===== src/rtl/chan_scan_pkg.sv =====
// Shared types and constants for the channel scan multiplexer.
package chan_scan_pkg;

  typedef enum logic [1:0] {
    ST_IDLE   = 2'd0,
    ST_MANUAL = 2'd1,
    ST_SCAN   = 2'd2
  } state_e;

  localparam logic MODE_MANUAL = 1'b0;
  localparam logic MODE_SCAN   = 1'b1;

endpackage


===== src/rtl/chan_scan_mux_scan_ctr.sv =====
// Scan pointer / dwell counter; presents the position for the current scan cycle
// and flags the first channel-0 cycle that follows a wrap.
module scan_ctr #(
  parameter int unsigned N_CH    = 8,
  parameter int unsigned DWELL_W = 8,
  localparam int unsigned SEL_W  = $clog2(N_CH)
) (
  input  logic               clk,
  input  logic               rst,
  input  logic               i_run,
  input  logic               i_entry,
  input  logic [DWELL_W-1:0] i_dwell,
  output logic [SEL_W-1:0]   o_ptr_c,
  output logic               o_wrap_c
);

  logic [SEL_W-1:0]   r_ptr;
  logic [DWELL_W-1:0] r_cnt;
  logic [DWELL_W-1:0] w_cnt;

  // Scan entry overrides the stored position with channel 0, count 0.
  always_comb begin
    o_ptr_c  = i_entry ? '0 : r_ptr;
    w_cnt    = i_entry ? '0 : r_cnt;
    o_wrap_c = !i_entry && (o_ptr_c == '0) && (w_cnt == '0);
  end

  always_ff @(posedge clk or posedge rst) begin
    if (rst) begin
      r_ptr <= '0;
      r_cnt <= '0;
    end else if (!i_run) begin
      r_ptr <= '0;
      r_cnt <= '0;
    end else if (w_cnt >= i_dwell) begin
      r_cnt <= '0;
      r_ptr <= (o_ptr_c == SEL_W'(N_CH - 1)) ? '0 : o_ptr_c + SEL_W'(1);
    end else begin
      r_cnt <= w_cnt + DWELL_W'(1);
      r_ptr <= o_ptr_c;
    end
  end

endmodule


===== src/rtl/chan_scan_mux.sv =====
// Channel multiplexer with manual select and auto-scan modes; all outputs
// are registered one cycle after the inputs they were computed from.
module chan_scan_mux
  import chan_scan_pkg::*;
#(
  parameter int unsigned N_CH    = 8,
  parameter int unsigned W       = 8,
  parameter int unsigned DWELL_W = 8,
  localparam int unsigned SEL_W  = $clog2(N_CH)
) (
  input  logic                clk,
  input  logic                rst,
  input  logic [N_CH*W-1:0]   din,
  input  logic [SEL_W-1:0]    sel,
  input  logic                mode,
  input  logic                en,
  input  logic [DWELL_W-1:0]  dwell,
  output logic [W-1:0]        dout,
  output logic [SEL_W-1:0]    ch,
  output logic                valid,
  output logic                wrap,
  output logic                err
);

  state_e           r_state;
  state_e           w_next;
  logic             w_entry;
  logic             w_run;
  logic             w_sel_ok;
  logic [W-1:0]     w_sel_data;
  logic [W-1:0]     w_ptr_data;
  logic [SEL_W-1:0] w_ptr;
  logic             w_wrap;

  always_comb begin
    w_next = ST_IDLE;
    if (en) w_next = (mode == MODE_MANUAL) ? ST_MANUAL : ST_SCAN;
  end

  assign w_entry  = (r_state != ST_SCAN);
  assign w_run    = (w_next == ST_SCAN);
  assign w_sel_ok = (32'(sel) < N_CH);

  // Index decode by compare so out-of-range selects never address din.
  always_comb begin
    w_sel_data = '0;
    w_ptr_data = '0;
    for (int unsigned k = 0; k < N_CH; k++) begin
      if (sel == SEL_W'(k))   w_sel_data = din[k*W +: W];
      if (w_ptr == SEL_W'(k)) w_ptr_data = din[k*W +: W];
    end
  end

  scan_ctr #(
    .N_CH    (N_CH),
    .DWELL_W (DWELL_W)
  ) u_scan_ctr (
    .clk      (clk),
    .rst      (rst),
    .i_run    (w_run),
    .i_entry  (w_entry),
    .i_dwell  (dwell),
    .o_ptr_c  (w_ptr),
    .o_wrap_c (w_wrap)
  );

  // Outputs are driven from the state being entered on this edge.
  always_ff @(posedge clk or posedge rst) begin
    if (rst) begin
      r_state <= ST_IDLE;
      dout    <= '0;
      ch      <= '0;
      valid   <= 1'b0;
      wrap    <= 1'b0;
      err     <= 1'b0;
    end else begin
      r_state <= w_next;
      valid   <= 1'b0;
      wrap    <= 1'b0;
      err     <= 1'b0;
      case (w_next)
        ST_MANUAL: begin
          ch <= sel;
          if (w_sel_ok) begin
            dout  <= w_sel_data;
            valid <= 1'b1;
          end else begin
            dout <= '0;
            err  <= 1'b1;
          end
        end
        ST_SCAN: begin
          dout  <= w_ptr_data;
          ch    <= w_ptr;
          valid <= 1'b1;
          wrap  <= w_wrap;
        end
        default: ;
      endcase
    end
  end

endmodule


===== config.mk =====
export PLATFORM = sky130hd
export DESIGN_NAME = chan_scan_mux
export DESIGN_NICKNAME = d
export VERILOG_FILES = /design/src/rtl/chan_scan_pkg.sv /design/src/rtl/chan_scan_mux_scan_ctr.sv /design/src/rtl/chan_scan_mux.sv
export SDC_FILE = /design/constraint.sdc
export NUM_CORES = 1
export LEC_CHECK = 0
export BUFFER_PORTS_ARGS = -buffer_cell sky130_fd_sc_hd__clkbuf_2
export CAP_MARGIN = 20
export CORE_AREA = 2 2 74 76
export CTS_CLUSTER_DIAMETER = 40
export DETAILED_ROUTE_END_ITERATION = 10
export DIE_AREA = 0 0 76 78
export PLACE_DENSITY_LB_ADDON = 0.08
export SETUP_SLACK_MARGIN = 0.02
export SYNTH_ARGS = -nofsm -noshare
export SYNTH_HDL_FRONTEND = slang
export SYNTH_SLANG_ARGS = --single-unit
export TNS_END_PERCENT = 30

===== constraint.sdc =====
create_clock -name clk -period 4.6 [get_ports clk]
set_input_delay 0.23 -clock clk [delete_from_list [all_inputs] [get_ports clk]]
set_output_delay 0.23 -clock clk [all_outputs]
set_load 0.02 [all_outputs]

==> flow_results.org, run 1 <==
** Run status
- Result of the run :: finished, final reports clean

** Global route
- In the global route stage, overall resource usage came out at 29.0%.
- The via count of the first global-routing pass is 2871.
- Entering global routing, the biggest net connects 29 pins.
- Residual overflow from global routing :: 0
- Wire length of the first global-routing pass :: 13900 um
- The number of antenna violations at the first check in global routing was 0.

** Clocking
- Clock-pin slew was measured on the worst setup and hold paths at 120 ps.
- The longest clock path from root to sink contains 2 buffers.
- In this run the post-CTS setup repair buffer count came out at 0.
- Counting every sink on the clock net gives 26.
- Clock insertion delay at the later pin of the skew report :: about 290 ps
- Cell at the root of the clock tree :: sky130_fd_sc_hd__clkbuf_8
- H-tree lvl count :: 1
- Clock buffer count from CTS :: 3
- Post-cts sizing count :: 0
- TritonCTS built the clock tree.

** Synthesis
- Synthesized cell area :: approximately 2700 um^2
- Sequential-to-total area share from yosys stat :: between 20% and 30%
- Yosys mapped a number of flops with a built-in enable equal to 0.
- Net Count, Synth :: 439
- The number of different library cells used by synthesis comes to between 50 and 60.
- Commonest cells post-synth :: sky130_fd_sc_hd__nor2_1, sky130_fd_sc_hd__a21oi_1, sky130_fd_sc_hd__dfrtp_1, sky130_fd_sc_hd__inv_1, sky130_fd_sc_hd__o21ai_0
- Synthesis inferred 26 register bits.
- Yosys top cell by area :: sky130_fd_sc_hd__dfrtp_1
- Top post-synthesis cells by area :: sky130_fd_sc_hd__dfrtp_1, sky130_fd_sc_hd__ha_1, sky130_fd_sc_hd__a21oi_1
- Most instantiated flip-flop cell in the synthesis netlist :: sky130_fd_sc_hd__dfrtp_1
- For this run, asynchronously set or reset flops after synthesis account for between 90% and 100%.
- After synthesis, the largest area contributor takes up 23.9% of total cell area.
- The Yosys step of the flow raised 0 warnings.
- Mean post-synth cell area :: between 7 and 8 um^2
- Most instantiated library cell after synthesis :: sky130_fd_sc_hd__nor2_1
- Gate count after technology mapping :: 346

** Worst setup path
- Grouping stages by cell kind, the critical path spends the most delay in simple AND/OR/NAND/NOR gates.
- Delay of the slowest cell on the worst path :: between 500 and 600 ps
- Highest-delay cell along the critical path :: sky130_fd_sc_hd__ha_1
- The worst register-to-register path begins at r_state[1]$_DFF_PP0_.
- The worst register-to-register path ends at dout[7]$_DFFE_PP0P_.
- In this run the worst path has a maximum fanout of 15.
- Number of buffers and inverters on the critical path :: 2
- At the worst endpoint, the required time is a little under 5000 ps.
- Path depth of the worst reg2reg path :: 10
- Source of the critical timing path :: r_state[1]$_DFF_PP0_
- The most numerous cell type found on the critical path is sky130_fd_sc_hd__buf_4.
- CP Cell Sequence :: nor2b_1 -> buf_4 -> and2_0 -> ha_1 -> nand4b_1 -> buf_4 -> nor2_1 -> a221oi_1 -> o311a_1 -> o31ai_1
- Data on the critical path arrives at its endpoint at 3190 ps.
- STA classifies the critical path endpoint as a flip-flop.
- Slack of the worst reg-to-reg path :: 1620 ps
- The worst setup path is of the flip-flop to flip-flop kind.
- Startpoint type of the worst setup path :: flip-flop

** Detailed routing
- DR iter-0 viols :: 480
- The detailed router placed 3180 vias in this run.
- In this run the remaining antenna-violating nets after routing total 0.
- First drt pass iteration count :: 5
- DR DRC count :: 0
- Wires add up to 8950 um.
- Vias per Instance :: between 6 and 7
- Wire length per cell after detailed routing :: 18.2 um

** Placed design
- Placer's final routability congestion estimate :: 0.997
- After detailed placement, the total cell area comes to 3180 um^2.
- Setup Slack @ Placement :: around 1800 ps
- Detailed placement ended at an HPWL of approximately 6500 um.
- Port bufs :: 91

** Layout
- Of the cells placed in the final design, the portion with a size suffix greater than 1 is between 20% and 30%.
- Post-route core utilization :: between 60 and 70%
- Once layout is done, the placed cells without fillers occupy 3290 um^2.
- Count of antenna diodes in the layout :: 0
- Final net count :: 517
- From synthesis to final layout, the design area changed by 21.1%.

** STA
- Once routing completed, OpenROAD measured the worst setup slack at ~1600 ps.
- Adding up every negative setup slack in the final design gives 0 ps.
- Based on the critical path, the design can be clocked at up to between 0.3 and 0.4 GHz.
- The worst path needs between 2000 and 3000 ps of the cycle, external delays included.
- Setup repair after global routing missed its margin :: false
- At the pin with the least slew margin, the transition time is 714 ps.
- Final number of hold-violating endpoints :: 0
- Headroom to the max-slew limit came out at 52.4%.
- Skew final :: 16.5 ps
- Final worst-path cycle share :: about two thirds
- Number of slew-limit violations in the final report :: 0
- Number of endpoints failing setup at the final stage :: 0

** Worst hold path
- Start point of the worst min-delay path :: en
- The worst hold path belongs to the class input port to flip-flop.
- Endpoint of the worst hold-timing path :: valid$_DFF_PP0_
- Number of cells on the worst hold path :: 1

** Die
- Die Y :: 78 um
- Total I/O pin count :: 93
- Overall die width :: 76 um
- Die Footprint :: 5930 um^2
- The total area inside the core boundary comes to 5040 um^2.
- For this configuration, the core starts out at a cell density of 53.9%.
- After floorplanning, the core was divided into 26 placement rows.

** Flow run
- Total of max-cap violations :: 0

** Power and ir drop
- Internal power comes to 0.440 mW.
- In this run the power spent charging and discharging nets is 0.202 mW.
- Net switching is between 30% and 40% of the power.
- Total power divided by cell area :: roughly 200 nW/um^2
- The analysis attributes to cell leakage a power of 1.59 nW.
- Total design power :: approximately 0.64 mW
- The share of total power dissipated in sequential elements is between 30% and 40%.
- Clk network pwr share :: 32.3%
- VDD sags by at most 0.000117 V.
- Of the total power, combinational logic draws 28.6%.
-- power by group through the flow --
| stage | Sequential [mW] | Clock, mW | Combinational (mW) |
|---|---|---|---|
| 2_1_floorplan | 0.269 | 0 | 0.0886 |
| 3_3_place_gp | 0.254 | 0 | 0.176 |
| 3_5_place_dp | 0.255 | 0 | 0.177 |
| 4_1_cts | 0.251 | 0.203 | 0.177 |
| 5_1_grt | 0.252 | 0.216 | 0.199 |
| 6_report | 0.251 | 0.207 | 0.183 |
-- how the worst max path moves through the flow --
stage / depth (start not counted) / slack, ps / to
after floorplan: 9 / 2040 / dout[3]$_DFFE_PP0P_
after global placement: 9 / 1920 / u_scan_ctr.r_cnt[3]$_DFF_PP0_
after detailed placement: 10 / 1780 / dout[7]$_DFFE_PP0P_
after CTS: 10 / 1730 / dout[7]$_DFFE_PP0P_
after global routing: 10 / 1460 / dout[7]$_DFFE_PP0P_
final: 10 / 1620 / dout[7]$_DFFE_PP0P_
-- flip-flops by register name (all words and copies together), names as in the netlist --
register          count
ch                    3
dout                  8
r_state               2
u_scan_ctr.r_cnt      8
u_scan_ctr.r_ptr      3
valid                 1
wrap                  1
-- final cells by class --
cell class                 instances  area, um^2
multi-input combinational        272        1880
fill                             480        1750
sequential                        26         651
timing repair buffer              95         508
inverter                          26        97.6
tap                               70        87.6
clock buffer                       3        41.3
clock inverter                     1        30.0
-- layer usage --
layer | GRT usage, % | wire length [um]
met1 | 42.1 | 3810
met2 | 45.2 | 3800
met3 | 3.72 | 1120
met4 | 8.55 | 222
met5 | 0 | 0
-- placed cells by master, fill, tap and decap left out, drive strengths merged, types with 5 or more instances in the layout --
cell / netlist / routed
a211oi: 5 / 5
a21oi: 35 / 35
a221oi: 5 / 5
and2: 10 / 10
clkbuf: 13 / 94
dfrtp: 26 / 26
ha: 14 / 14
inv: 26 / 26
mux2i: 12 / 12
mux4: 6 / 6
nand2: 17 / 17
nand2b: 8 / 8
nand3: 7 / 7
nand3b: 5 / 5
nor2: 42 / 42
nor3: 5 / 5
o21a: 7 / 7
o21ai: 20 / 20
o221ai: 5 / 5
o2bb2ai: 6 / 6
-- metrics by stage --
stage | cells | hold slack [ps]
final | 493 | 244
after global routing | 493 | 240
after CTS | 491 | 211
after detailed placement | 487 | 490
after global placement | 487 | 491
after floorplan | 346 | 270
-- kinds of logic (layout without fill, tap and decap cells) --
kind of cell,after synthesis,count (layout),share of synthesized area [%]
compound gates,118,118,29.7
xor+xnor,6,6,1.93
fa+ha+maj,14,14,6.45
buf+inv,48,125,7.00
flops,26,26,23.9
mux,18,18,9.39
other cells,1,1,0.138
simple gates,115,115,21.5
-- timing repair --
action | in CTS | in global routing
hold buffers | 0 | 1
endpoints found under the hold margin | 0 | 6
endpoints found under the setup margin | 0 | 0
Note: power is estimated with default switching activity, not from simulation.
==> inputs of run 2 (changes only) <==
Settings changed: ABC_AREA set to 1, CORE_AREA 2 2 74 76 to 2 2 76 78, DIE_AREA 0 0 76 78 to 0 0 78 80.
Clock period 4.6 ns to 2.98 ns, I/O delays scaled along.
==> run 2 against run 1 <==
  * First-iteration DRC count is 41% lower
  * Critical path depth is 6 higher
  * Sequential share of layout area is 0.20 points lower
  * Synthesized cell count is 29% higher
  * Total power is 49% higher
  * Combinational power is 48% higher
  * Global-route usage is 2.2 points lower
  * Non-clock buffer count is 1 lower
  * Critical path type unchanged
  * Largest power group unchanged
==> flow_results.org, run 2 <==
** Synthesis
- In this run the biggest area consumer among cell types represents around a quarter of the synthesized area.
- Synthesis instantiated 44 different standard cells from the library.
- Yosys attributes the largest share of cell area to sky130_fd_sc_hd__dfrtp_1, sky130_fd_sc_hd__nand2_1, sky130_fd_sc_hd__a21oi_1.
- Number of synthesized flops with an enable pin :: 0
- Yosys top cell by area :: sky130_fd_sc_hd__dfrtp_1
- Ranked by instance count, the synthesized netlist is headed by sky130_fd_sc_hd__nand2_1, sky130_fd_sc_hd__inv_1, sky130_fd_sc_hd__a21oi_1.
- Most instantiated library cell after synthesis :: sky130_fd_sc_hd__nand2_1
- Mean post-synth cell area :: 6.15 um^2
- The Yosys step of the flow raised 0 warnings.
- The number of nets handed over by synthesis was 540.
- Most instantiated flip-flop cell in the synthesis netlist :: sky130_fd_sc_hd__dfrtp_1
- Synthesized cell area :: 2750 um^2
- Sequential-to-total area share from yosys stat :: 23.7%
- Counting every instance in the synthesized netlist gives between 400 and 500.
- Of all flip-flops after synthesis, the portion carrying an async set or reset was 100%.
- In this run, synthesis produced a sequential element count of 26.

** Global route
- Largest net degree at the start of global routing :: 27
- The first global-routing pass estimated 13200 um of wire.
- Antenna violations before repair :: 0
- In the global route stage, overall resource usage came out at a little over a quarter.
- The via count of the first global-routing pass is around 2800.
- The total overflow left after global routing is 0.

** Detailed routing
- After detailed routing, the number of vias per cell comes to 5.30.
- The count of nets left with antenna violations once routing finished came out at 0.
- Wires add up to 8280 um.
- The first TritonRoute pass finished after 5 iterations.
- DR iter-0 viols :: about 280
- The detailed router placed 3199 vias in this run.
- DR DRC count :: 0
- Wire length per cell after detailed routing :: 13.7 um

** Die
- Overall die width :: 78 um
- The die covers 6240 um^2.
- Core area :: 5410 um^2
- Row generation in the floorplan step produced 27 rows.
- Total I/O pin count :: 93
- Once the floorplan was initialized, standard cells occupied 50.9% of the core.
- The die is 80 um tall.

** Layout
- Number of filler instances in the final layout :: between 500 and 600
- Of the cells placed in the final design, the portion with a size suffix greater than 1 is 22.7%.
- The net count of the finished layout is 626.
- Once layout is complete, the utilization of the core stands at between 60 and 70%.
- The multi-input combinational cells in the finished layout cover a total of ~1800 um^2.
- Commonest non-fill, non-tap cell in the layout :: sky130_fd_sc_hd__nand2_1
- Count of antenna diodes in the layout :: 0
- Register Area :: 651 um^2
- Most used cells in the layout excluding fill and tap cells :: sky130_fd_sc_hd__nand2_1, sky130_fd_sc_hd__clkbuf_2, sky130_fd_sc_hd__inv_1, sky130_fd_sc_hd__a21oi_1, sky130_fd_sc_hd__nor2_1
- Largest registers ranked by flip-flop count :: dout: 8 flops, u_scan_ctr.r_cnt: 8 flops
- From synthesis to final layout, the design area changed by 21.0%.

** Worst setup path
- STA puts the critical path data required time at 3150 ps.
- Category of the worst setup path capture point :: flip-flop
- Walking the worst path, the cells encountered are inv_1 -> nor2_4 -> nand2_1 -> inv_1 -> ha_1 -> inv_2 -> nor2_1 -> inv_1 -> o21ai_1 -> inv_1 -> nand2_1 -> nand2_1 -> nand2_1 -> nand2_1 -> nand2_1 -> a21oi_1.
- Highest-delay cell along the critical path :: sky130_fd_sc_hd__dfrtp_1
- Startpoint type of the worst setup path :: flip-flop
- Cell seen most often among critical-path stages :: sky130_fd_sc_hd__nand2_1
- Largest delay contributor family on the critical path :: simple AND/OR/NAND/NOR gates
- Counting both buffers and inverters, the worst setup path holds a total of 5.
- The worst setup path is of the flip-flop to flip-flop kind.
- The largest single stage delay on the critical path is 400 ps.
- Data on the critical path arrives at its endpoint at 2740 ps.
- Critical path fanouts, max :: 14

** STA
- Setup repair after global routing missed its margin :: false
- Headroom to the max-slew limit came out at 38.7%.
- Final worst-path cycle share :: between 80% and 90%
- The worst path in the final design needs a cycle of 2570 ps, including I/O delays and setup.
- Timing would allow up to 0.390 GHz.
- Final sum of negative setup slack :: 0 ps
- Number of endpoints failing setup at the final stage :: 0
- The final hold violation count came to 0.
- Transition at the pin with the smallest max-transition slack :: 914 ps
- Setup slack on the critical path of the routed design comes to 413 ps.
- Skew final :: 2.24 ps
- The number of pins exceeding their max-slew limit in the final report was 0.

** Clocking
- Clock insertion delay at the later pin of the skew report :: 280 ps
- Clock sink total :: 26
- TritonCTS built the clock tree.
- Clock-pin slew on the worst setup and hold paths :: 90 ps
- Setup Fix Bufs, Post-CTS :: 0
- The cell sitting at the root of the clock tree is a sky130_fd_sc_hd__clkbuf_8.
- Clock buffer count from CTS :: 3
- Longest Clk Path Bufs :: 2
- In this run the number of H-tree levels came out at 1.

** Placed design
- The count of buffers added on input and output ports is 91.
- The HPWL after detailed placement is 6540 um.
- Setup Slack @ Placement :: 493 ps
- Placer's final routability congestion estimate :: 0.934

** Flow run
- Total of max-cap violations :: 0

** Worst hold path
- Worst min-delay path class :: input port to flip-flop

** Power and ir drop
- LEAKAGE :: 1.85 nW
- Maximum resistive drop on vdd :: 0.000352 V
- Total power divided by cell area :: 287 nW/um^2
- Total design power :: between 0.9 and 1 mW

** Run status
- The flow ran to the end, and the final reports show no timing, DRC or antenna violations.
run 2: cell types whose count changed after synthesis, moves of 12 or more:
cell,change
sky130_fd_sc_hd__nand2_1,+113
sky130_fd_sc_hd__inv_1,+37
sky130_fd_sc_hd__nand3_1,+21
sky130_fd_sc_hd__a21oi_1,+20
sky130_fd_sc_hd__mux2i_1,-12
sky130_fd_sc_hd__nand4_1,+12
run 2: cells by family (layout without fill, tap and decap cells):
kind of cell             count (synthesis)  count (layout)  share of synthesized area, %
AND/OR/NAND/NOR                        234             234                          38.6
AO/OA/AOI/OAI                           86              86                          17.6
buffers and inverters                   83             168                          12.7
flip-flops                              26              26                          23.7
adder cells (fa/ha/maj)                 14              14                          6.37
XOR/XNOR                                 3               3                         0.956
other                                    1               1                         0.136
run 2: repair_timing:
item,CTS,global route
hold buffers,0,1
endpoints found under the setup margin,0,0
endpoints found under the hold margin,0,5
resized for setup,0,0
run 2: layout make-up:
| cell class | count | share of cell area, % |
|---|---|---|
| sequential | 26 | 19.6 |
| timing repair buffer | 94 | 15.0 |
| clock buffer | 3 | 1.24 |
| multi-input combinational | 338 | 52.6 |
| tap | 72 | 2.71 |
| inverter | 70 | 7.90 |
| clock inverter | 1 | 0.903 |
run 2: report_power, final:
| part | total (mW) | leakage (nW) | internal [mW] | switching, mW |
|---|---|---|---|---|
| Sequential | 0.385 | 0.340 | 0.373 | 0.0125 |
| Clock | 0.298 | 0.0357 | 0.180 | 0.118 |
| Combinational | 0.271 | 1.48 | 0.103 | 0.168 |
| Total | 0.955 | 1.85 | 0.656 | 0.299 |
run 2: through the flow:
| step | hold WS [ps] | std cells | cell area [um^2] |
|---|---|---|---|
| floorplan | 189 | 447 | 2750 |
| global placement | 367 | 598 | 3220 |
| detailed placement | 376 | 598 | 3220 |
| CTS | 77.0 | 602 | 3290 |
| global route | 72.1 | 604 | 3330 |
| finish | 86.1 | 604 | 3330 |
run 2: worst paths after layout:
check                                startpoint                            end  slack [ps]  cells past startpoint
setup / recovery           r_state[1]$_DFF_PP0_            dout[6]$_DFFE_PP0P_         410                     16
hold / removal                               en                valid$_DFF_PP0_          90                      1
setup reg to reg           r_state[1]$_DFF_PP0_            dout[6]$_DFFE_PP0P_         410                     16
hold reg to reg               ch[0]$_DFFE_PP0P_              ch[0]$_DFFE_PP0P_         520                      2
max in group asynchronous                   rst  u_scan_ctr.r_cnt[3]$_DFF_PP0_        2240                      4
min in group asynchronous                   rst                valid$_DFF_PP0_         340                      3
run 2: per-layer routing:
layer / track usage (%) / wire, um
met4: 9.30 / 209
met1: 38.3 / 3780
met2: 42.3 / 3640
met5: 0 / 0
met3: 2.15 / 650
